### src/rtl/sram_port_arbiter_if.sv
`default_nettype none
// ============================================================================
// Module   : sram_port_arbiter_if
// Purpose  : Requester and SRAM-side bus bundle for sram_port_arbiter.
// Revision : 1.0 - initial release
// ============================================================================
interface sram_port_arbiter_if #(
    parameter int AW = 32,
    parameter int DW = 32
);
    logic          inst_req;
    logic [AW-1:0] inst_addr;
    logic [DW-1:0] inst_rdata;
    logic          inst_done;

    logic          data_req;
    logic [3:0]    data_wen;
    logic [AW-1:0] data_addr;
    logic [DW-1:0] data_wdata;
    logic [DW-1:0] data_rdata;
    logic          data_done;

    logic          sram_en;
    logic [3:0]    sram_wen;
    logic [AW-1:0] sram_addr;
    logic [DW-1:0] sram_wdata;
    logic [DW-1:0] sram_rdata;

    // Arbiter view
    modport slave (
        input  inst_req, inst_addr, data_req, data_wen, data_addr, data_wdata, sram_rdata,
        output inst_rdata, inst_done, data_rdata, data_done,
        output sram_en, sram_wen, sram_addr, sram_wdata
    );

    // Requester / SRAM environment view
    modport master (
        output inst_req, inst_addr, data_req, data_wen, data_addr, data_wdata, sram_rdata,
        input  inst_rdata, inst_done, data_rdata, data_done,
        input  sram_en, sram_wen, sram_addr, sram_wdata
    );
endinterface
`default_nettype wire

### src/rtl/sram_port_arbiter.sv
`default_nettype none
// ============================================================================
// Module   : sram_port_arbiter
// Purpose  : Shares one synchronous SRAM between instruction fetch and data
//            access; one access per grant, read data returned next cycle.
//            Define SRAM_ARB_RR_EN for round-robin conflict resolution,
//            otherwise data wins IDLE conflicts.
// Revision : 1.0 - initial release
// ============================================================================
module sram_port_arbiter #(
    parameter int AW = 32,
    parameter int DW = 32
) (
    input wire                 clk,
    input wire                 resetn,
    sram_port_arbiter_if.slave bus
);

    localparam logic [AW-1:0] C_ZERO_A = '0;
    localparam logic [DW-1:0] C_ZERO_D = '0;

    typedef enum logic [1:0] {
        ST_IDLE   = 2'd0,
        ST_BUSY_I = 2'd1,
        ST_BUSY_D = 2'd2
    } state_t;

    state_t r_state;
    state_t w_next_state;
    logic   r_last_grant;
    logic   w_inst_elig;
    logic   w_data_elig;
    logic   w_pick_data;
    logic   w_grant_i;
    logic   w_grant_d;

    // A requester in its done cycle still holds req for the finished access.
    assign w_inst_elig = bus.inst_req & (r_state != ST_BUSY_I);
    assign w_data_elig = bus.data_req & (r_state != ST_BUSY_D);

`ifdef SRAM_ARB_RR_EN
    assign w_pick_data = ~r_last_grant;
`else
    // Data always wins; last_grant is tracked but cannot change the outcome.
    assign w_pick_data = r_last_grant | 1'b1;
`endif

    assign w_grant_d = w_data_elig & (~w_inst_elig | w_pick_data);
    assign w_grant_i = w_inst_elig & ~w_grant_d;

    always_ff @(posedge clk or negedge resetn) begin
        if (!resetn) begin
            r_state      <= ST_IDLE;
            r_last_grant <= 1'b0;
        end else begin
            r_state <= w_next_state;
            if (w_grant_i | w_grant_d) begin
                r_last_grant <= w_grant_d;
            end
        end
    end

    always_comb begin
        w_next_state   = ST_IDLE;
        bus.sram_en    = 1'b0;
        bus.sram_wen   = 4'b0000;
        bus.sram_addr  = C_ZERO_A;
        bus.sram_wdata = C_ZERO_D;
        bus.inst_done  = 1'b0;
        bus.inst_rdata = C_ZERO_D;
        bus.data_done  = 1'b0;
        bus.data_rdata = C_ZERO_D;

        if (w_grant_d) begin
            w_next_state = ST_BUSY_D;
        end else if (w_grant_i) begin
            w_next_state = ST_BUSY_I;
        end

        // Outputs are forced low for as long as reset is held.
        if (resetn) begin
            if (w_grant_d) begin
                bus.sram_en    = 1'b1;
                bus.sram_wen   = bus.data_wen;
                bus.sram_addr  = bus.data_addr;
                bus.sram_wdata = bus.data_wdata;
            end else if (w_grant_i) begin
                bus.sram_en    = 1'b1;
                bus.sram_addr  = bus.inst_addr;
            end

            case (r_state)
                ST_BUSY_I: begin
                    bus.inst_done  = 1'b1;
                    bus.inst_rdata = bus.sram_rdata;
                end
                ST_BUSY_D: begin
                    bus.data_done  = 1'b1;
                    bus.data_rdata = bus.sram_rdata;
                end
                default: ;
            endcase
        end
    end

endmodule
`default_nettype wire
### src/flat_wrapper.sv
// flat-port wrapper written by rule: the top's interface ports become plain ports
module sram_port_arbiter_flat 
#(
    parameter int AW = 32,
    parameter int DW = 32
)
  (clk, resetn, bus_inst_req, bus_inst_addr, bus_data_req, bus_data_wen, bus_data_addr, bus_data_wdata, bus_sram_rdata, bus_inst_rdata, bus_inst_done, bus_data_rdata, bus_data_done, bus_sram_en, bus_sram_wen, bus_sram_addr, bus_sram_wdata);
  sram_port_arbiter_if #(.AW(AW), .DW(DW)) bus_i ();
  input wire clk;
  input wire resetn;
  input wire logic [$bits(bus_i.inst_req)-1:0] bus_inst_req;
  input wire logic [$bits(bus_i.inst_addr)-1:0] bus_inst_addr;
  input wire logic [$bits(bus_i.data_req)-1:0] bus_data_req;
  input wire logic [$bits(bus_i.data_wen)-1:0] bus_data_wen;
  input wire logic [$bits(bus_i.data_addr)-1:0] bus_data_addr;
  input wire logic [$bits(bus_i.data_wdata)-1:0] bus_data_wdata;
  input wire logic [$bits(bus_i.sram_rdata)-1:0] bus_sram_rdata;
  output wire logic [$bits(bus_i.inst_rdata)-1:0] bus_inst_rdata;
  output wire logic [$bits(bus_i.inst_done)-1:0] bus_inst_done;
  output wire logic [$bits(bus_i.data_rdata)-1:0] bus_data_rdata;
  output wire logic [$bits(bus_i.data_done)-1:0] bus_data_done;
  output wire logic [$bits(bus_i.sram_en)-1:0] bus_sram_en;
  output wire logic [$bits(bus_i.sram_wen)-1:0] bus_sram_wen;
  output wire logic [$bits(bus_i.sram_addr)-1:0] bus_sram_addr;
  output wire logic [$bits(bus_i.sram_wdata)-1:0] bus_sram_wdata;
  assign bus_i.inst_req = bus_inst_req;
  assign bus_i.inst_addr = bus_inst_addr;
  assign bus_i.data_req = bus_data_req;
  assign bus_i.data_wen = bus_data_wen;
  assign bus_i.data_addr = bus_data_addr;
  assign bus_i.data_wdata = bus_data_wdata;
  assign bus_i.sram_rdata = bus_sram_rdata;
  assign bus_inst_rdata = bus_i.inst_rdata;
  assign bus_inst_done = bus_i.inst_done;
  assign bus_data_rdata = bus_i.data_rdata;
  assign bus_data_done = bus_i.data_done;
  assign bus_sram_en = bus_i.sram_en;
  assign bus_sram_wen = bus_i.sram_wen;
  assign bus_sram_addr = bus_i.sram_addr;
  assign bus_sram_wdata = bus_i.sram_wdata;
  sram_port_arbiter #(.AW(AW), .DW(DW)) u_core (.clk(clk), .resetn(resetn), .bus(bus_i));
endmodule
### config.mk
export PLATFORM = sky130hd
export DESIGN_NAME = sram_port_arbiter_flat
export DESIGN_NICKNAME = d
export VERILOG_FILES = /design/src/rtl/sram_port_arbiter_if.sv /design/src/rtl/sram_port_arbiter.sv /design/src/flat_wrapper.sv
export SDC_FILE = /design/constraint.sdc
export NUM_CORES = 1
export LEC_CHECK = 0
export BUFFER_PORTS_ARGS = -buffer_cell sky130_fd_sc_hd__buf_4
export CAP_MARGIN = 20
export CORE_AREA = 2 2 104 106
export CTS_CLUSTER_DIAMETER = 100
export DETAILED_ROUTE_END_ITERATION = 16
export DIE_AREA = 0 0 106 108
export PLACE_DENSITY = 0.56
export SLEW_MARGIN = 30
export SYNTH_ARGS = -nofsm -noshare
export SYNTH_HDL_FRONTEND = slang
export SYNTH_SLANG_ARGS = --single-unit
### constraint.sdc
create_clock -name clk -period 4.2 [get_ports clk]
set_input_delay 0.63 -clock clk [delete_from_list [all_inputs] [get_ports clk]]
set_output_delay 0.63 -clock clk [all_outputs]
set_load 0.02 [all_outputs]
After elaboration in Yosys (flattened, before gate mapping)
Cells that the tools add are included.
- flip-flop bits (word level): 2
- word-level logic and storage cells: 29
- bits of input ports: 136
- output and inout bits: 135
- bitwise gates (word level): 4
- multiplexer cells: 20
- equality and inequality tests: 4
- operator list (operator ; number):
    $mux W32 ; 9
    $mux W1 ; 8
    $mux W4 ; 2
    $and A1 B1 Y1 ; 3
    $eq A2 B1 Y1 const B ; 1
    $eq A2 B2 Y1 const B ; 1
    $mux W2 ; 1
    $ne A2 B1 Y1 const B ; 1
    $ne A2 B2 Y1 const B ; 1
    $not A1 Y1 ; 1

Depth between registers and ports, before layout
- word-level depth: 7
- mapped depth: 6
- depth with buffers taken out: 3

Least setup slack after synthesis
No wires, ideal clock.
- kind: input port to output port
- from: input bus_data_req
- to: output bus_sram_addr[10]
- required time: 3.570 ns
- setup slack: 2.146 ns
- buffers on the path: 3
- stages on the path: 5
- arrival: 1.424 ns
- cells stage by stage: and3_1 buf_2 buf_6 buf_6 a32o_1
- longest elaborated chain between the ends: 6
- ends and longest elaborated chain (item ; RTL line ; text):
    start, declared ; flat_wrapper.sv:13 ; input wire logic [$bits(bus_i.data_req)-1:0] bus_data_req;
    $and A1 B1 Y1 (*) ; sram_port_arbiter.sv:39 ; assign w_data_elig = bus.data_req & (r_state != ST_BUSY_D);
    $not A1 Y1 ; sram_port_arbiter.sv:49 ; assign w_grant_i = w_inst_elig & ~w_grant_d;
    $and A1 B1 Y1 ; sram_port_arbiter.sv:49 ;
    $mux W32 ; sram_port_arbiter.sv:87 ; end else if (w_grant_i) begin
    $mux W32 (*) ; sram_port_arbiter.sv:82 ; if (w_grant_d) begin
    $mux W32 (*) ; sram_port_arbiter.sv:81 ; if (resetn) begin
    end, declared ; flat_wrapper.sv:24 ; output wire logic [$bits(bus_i.sram_addr)-1:0] bus_sram_addr;
Every way passes the cells marked *; elsewhere a longest branch is shown, timed or not.

Worst setup path in the final report
- from: input resetn
- to: output bus_sram_addr[28]
- longest elaborated chain between the ends: 1
- ends and longest elaborated chain (item ; RTL line ; text):
    start, declared ; flat_wrapper.sv:10 ; input wire resetn;
    $mux W32 ; sram_port_arbiter.sv:81 ;
No other way between the ends.

==> flow_summary.html <==
<table>
<tr><th>Metric</th><th>Value</th></tr>
<tr><th colspan="2">Layout</th></tr>
<tr><td>Final Util</td><td>roughly a third</td></tr>
<tr><td>Count of fill cells added during filler insertion</td><td>roughly 1100</td></tr>
<tr><td>Top flop regs</td><td>u_core.r_state x2</td></tr>
<tr><td>Final net count</td><td>561</td></tr>
<tr><td>Post-synthesis to final-layout area growth</td><td>176%</td></tr>
<tr><td>Final Instance Area</td><td>about 0.0034 mm^2</td></tr>
<tr><td>Storage cell area</td><td>50.0 um^2</td></tr>
<tr><td>Area of combinational cells with multiple inputs</td><td>a little over 0.001 mm^2</td></tr>
<tr><td>Antenna diode instance count</td><td>0</td></tr>
<tr><td>Flip-flop count of the largest register after layout</td><td>2</td></tr>
<tr><td>Most flop-heavy register</td><td>u_core.r_state</td></tr>
<tr><td>Share of post-route cells with drive strength above 1</td><td>between 60% and 70%</td></tr>
<tr><th colspan="2">Drt</th></tr>
<tr><td>Final wirelength</td><td>between 7000 and 8000 um</td></tr>
<tr><td>Vias post-DR</td><td>between 2000 and 2500</td></tr>
<tr><td>Violation count after the first detailed-route iteration</td><td>around 130</td></tr>
<tr><td>DRT antenna net count</td><td>0</td></tr>
<tr><td>Length of the first detailed-routing pass in iterations</td><td>4</td></tr>
<tr><td>Drt drc</td><td>0</td></tr>
<tr><td>Post-DR wirelength/cell</td><td>between 10 and 15 um</td></tr>
<tr><td>Mean number of vias per cell</td><td>~4.2</td></tr>
<tr><th colspan="2">Global route</th></tr>
<tr><td>Wire length of the first global-routing pass</td><td>10600 um</td></tr>
<tr><td>Vias in the first global route</td><td>between 2000 and 2500</td></tr>
<tr><td>Largest net degree at the start of global routing</td><td>between 60 and 70</td></tr>
<tr><td>Overall overflow remaining after global route</td><td>0</td></tr>
<tr><td>Global-route total usage across every layer</td><td>between 10% and 20%</td></tr>
<tr><td>Initial antenna violation count</td><td>0</td></tr>
<tr><th colspan="2">Power and ir drop</th></tr>
<tr><td>Cell area power density</td><td>approximately 140 mW/mm^2</td></tr>
<tr><td>P_leak</td><td>~0.0019 uW</td></tr>
<tr><td>Sum of internal, switching and leakage power</td><td>around 460 uW</td></tr>
<tr><td>Peak supply drop</td><td>about 0.043 mV</td></tr>
<tr><th colspan="2">Synth</th></tr>
<tr><td>Cell area after synthesis</td><td>between 0.001 and 0.0015 mm^2</td></tr>
<tr><td>Synthesized area per cell</td><td>7.10 um^2</td></tr>
<tr><td>Leading cell types by total area after synthesis</td><td>sky130_fd_sc_hd__and2_1 (37%), sky130_fd_sc_hd__a32o_1 (26%), sky130_fd_sc_hd__and3_1 (17%), sky130_fd_sc_hd__dfrtp_1 (4.1%), sky130_fd_sc_hd__buf_6 (3.7%)</td></tr>
<tr><td>Synth Area in Simple Gates</td><td>a little under three fifths</td></tr>
<tr><td>Synthesized net count</td><td>around 310</td></tr>
<tr><td>Share of the synthesized area in the top cell type</td><td>a little under two fifths</td></tr>
<tr><td>Sequential element share of the synthesized area</td><td>4.12%</td></tr>
<tr><td>Combinational family with the most area after synthesis</td><td>simple AND/OR/NAND/NOR gates</td></tr>
<tr><td>Number of standard cells after synthesis</td><td>between 150 and 200</td></tr>
<tr><td>Number of different library cells in the post-synthesis netlist</td><td>15</td></tr>
<tr><td>Ys Warns</td><td>0</td></tr>
<tr><td>Post-synthesis adder-cell area fraction</td><td>0%</td></tr>
<tr><td>Share of synthesized flip-flops with an asynchronous set or reset</td><td>100%</td></tr>
<tr><td>Compound-Gate Fraction of Synth Area</td><td>between 20 and 30%</td></tr>
<tr><td>Mux share of post-synthesis cell area</td><td>0%</td></tr>
<tr><td>Register bit count reported by yosys</td><td>2</td></tr>
<tr><td>EDFF count, synth</td><td>0</td></tr>
<tr><td>Cell type with the largest total area after synthesis</td><td>sky130_fd_sc_hd__and2_1</td></tr>
<tr><td>Prevailing post-synth register cell</td><td>sky130_fd_sc_hd__dfrtp_1</td></tr>
<tr><td>Synthesized-area fraction occupied by xor and xnor cells</td><td>0%</td></tr>
<tr><th colspan="2">Floorplanning</th></tr>
<tr><td>Initial cell density of the core</td><td>about an eighth</td></tr>
<tr><td>Core box area</td><td>around 0.01 mm^2</td></tr>
<tr><td>Die width</td><td>about 110 um</td></tr>
<tr><td>DIE AREA</td><td>0.0114 mm^2</td></tr>
<tr><td>Count of pins on the block boundary</td><td>between 200 and 300</td></tr>
<tr><td>Height of the chip</td><td>108 um</td></tr>
<tr><td>Placement Rows</td><td>37</td></tr>
<tr><th colspan="2">Clock tree</th></tr>
<tr><td>Clock network latency to the later pin of the worst-skew pair</td><td>about 0.21 ns</td></tr>
<tr><td>Clock tree sinks</td><td>2</td></tr>
<tr><td>Clock transition at the registers of the reported paths</td><td>approximately 0.030 ns</td></tr>
<tr><td>Total of hold buffers inserted after clock tree synthesis</td><td>0</td></tr>
<tr><td>CTS tree</td><td>yes</td></tr>
<tr><td>Total setup buffers inserted after CTS</td><td>0</td></tr>
<tr><td>Post_cts resized</td><td>0</td></tr>
<tr><td>Clock H-tree levels</td><td>1</td></tr>
<tr><td>Clock root cell</td><td>sky130_fd_sc_hd__clkbuf_8</td></tr>
<tr><td>CTS max path bufs</td><td>2</td></tr>
<tr><td>Number of clock buffers inserted by TritonCTS</td><td>3</td></tr>
<tr><th colspan="2">STA</th></tr>
<tr><td>RSZ-0062 raised after global routing</td><td>false</td></tr>
<tr><td>Achievable clock frequency</td><td>approximately 0.38 GHz</td></tr>
<tr><td>Count of endpoints failing hold in the final timing report</td><td>0</td></tr>
<tr><td>Slew margin rel.</td><td>roughly 59%</td></tr>
<tr><td>Fraction of the cycle the final worst path needs</td><td>between 60% and 70%</td></tr>
<tr><td>Final period demand of the worst path</td><td>around 2.6 ns</td></tr>
<tr><td>Worst-Margin Slew</td><td>slightly above 0.6 ns</td></tr>
<tr><td>Setup slack of the critical path after layout</td><td>1.57 ns</td></tr>
<tr><td>Final setup vio count</td><td>0</td></tr>
<tr><td>Number of slew-limit violations in the final report</td><td>0</td></tr>
<tr><td>Setup TNS after final layout</td><td>0 ns</td></tr>
<tr><td>Setup Skew</td><td>around 0.00024 ns</td></tr>
<tr><th colspan="2">Critical path</th></tr>
<tr><td>Crit path capture type</td><td>output pin</td></tr>
<tr><td>Type of origin of the critical path</td><td>input pin</td></tr>
<tr><td>Depth of the worst register-to-register path</td><td>4</td></tr>
<tr><td>Critical path fanouts, max</td><td>68</td></tr>
<tr><td>Critical path data required time</td><td>between 3 and 4 ns</td></tr>
<tr><td>Reg-to-reg setup timing slack</td><td>3.03 ns</td></tr>
<tr><td>Worst reg2reg path endpoint</td><td>u_core.r_state[0]$_DFF_PN0_</td></tr>
<tr><td>Critical path start-end classification</td><td>input pin to output pin</td></tr>
<tr><td>Critical path data arrival time</td><td>2.00 ns</td></tr>
<tr><td>Launching point of the worst reg2reg path</td><td>u_core.r_state[0]$_DFF_PN0_</td></tr>
<tr><th colspan="2">Placed design</th></tr>
<tr><td>IO buf count</td><td>270</td></tr>
<tr><td>RD Place Congestion</td><td>approximately 0.83</td></tr>
<tr><td>Worst slack, placed</td><td>~1.3 ns</td></tr>
<tr><td>Placed instance area</td><td>about 0.0033 mm^2</td></tr>
<tr><th colspan="2">Worst hold path</th></tr>
<tr><td>Class of the tightest hold or removal check</td><td>input pin to async pin</td></tr>
<tr><th colspan="2">Run status</th></tr>
<tr><td>Status</td><td>completed</td></tr>
<tr><th colspan="2">Run</th></tr>
<tr><td>Total of max-cap violations</td><td>0</td></tr>
</table>
cells in the final DEF (no fill, tap or decap):
cell type / synthesis / final
sky130_fd_sc_hd__nand2b_4: 1 / 1
sky130_fd_sc_hd__clkbuf_8: 0 / 3
sky130_fd_sc_hd__a211oi_1: 1 / 1
sky130_fd_sc_hd__and2_1: 72 / 72
sky130_fd_sc_hd__a21oi_1: 1 / 1
sky130_fd_sc_hd__nor2b_2: 0 / 1
sky130_fd_sc_hd__and3_1: 33 / 32
sky130_fd_sc_hd__inv_1: 2 / 2
sky130_fd_sc_hd__buf_4: 2 / 273
sky130_fd_sc_hd__dfrtp_1: 2 / 2
sky130_fd_sc_hd__a32o_1: 32 / 32
sky130_fd_sc_hd__o21ai_2: 1 / 1
sky130_fd_sc_hd__nor2_4: 0 / 1
sky130_fd_sc_hd__and3_4: 0 / 1
synth_stat cells (all sizes together), types with 2 or more instances:
cell / n
and2: 72
and3: 33
a32o: 32
buf: 12
clkbuf: 12
dfrtp: 2
inv: 2
layout make-up:
cell class | count | share of cell area (%)
Timing Repair Buffer | 273 | 61.1
Inverter | 2 | 0.224
Sequential cell | 2 | 1.49
Tap cell | 136 | 5.07
Clock buffer | 3 | 1.23
Multi-Input combinational cell | 143 | 30.9
where the power goes:
part           internal, uW  switching, uW  total [uW]
Sequential             21.1           1.28        22.3
Clock                  60.6           15.1        75.7
Combinational           190            176         366
metrics by stage:
step	hold WS, ns	instances
global route	0.337	559
global placement	0.534	556
CTS	0.317	559
finish	0.326	559
floorplan	0.334	171
detailed placement	0.541	556
critical path, cell delays in order:
cell and delay (ns):
sky130_fd_sc_hd__buf_4 0.29, sky130_fd_sc_hd__and3_4 0.65, sky130_fd_sc_hd__a32o_1 0.23, sky130_fd_sc_hd__buf_4 0.15
kinds of logic after synthesis:
| family | Yosys count |
|---|---|
| flip-flops | 2 |
| AO/OA/AOI/OAI | 35 |
| AND/OR/NAND/NOR | 108 |
| buffers and inverters | 26 |
per-layer routing:
metal,up-vias,wire (um),track usage [%]
li1,1126,-,-
met1,1056,2860,12.6
met2,141,3940,20.8
met3,12,772,2.23
met4,0,184,4.70
met5,-,0,0
how the worst max path moves through the flow:
stage / depth (start not counted) / endpoint / startpoint / slack (ns)
after detailed placement: 4 / bus_sram_addr[9] / resetn / 1.27
after global routing: 4 / bus_sram_wdata[3] / resetn / 1.46
after floorplan: 5 / bus_sram_addr[10] / bus_data_req / 2.15
after CTS: 4 / bus_sram_addr[9] / resetn / 1.27
after global placement: 5 / bus_data_rdata[1] / resetn / 1.32
final: 4 / bus_sram_addr[28] / resetn / 1.57
No activity file was read; power rests on OpenSTA's default activity.
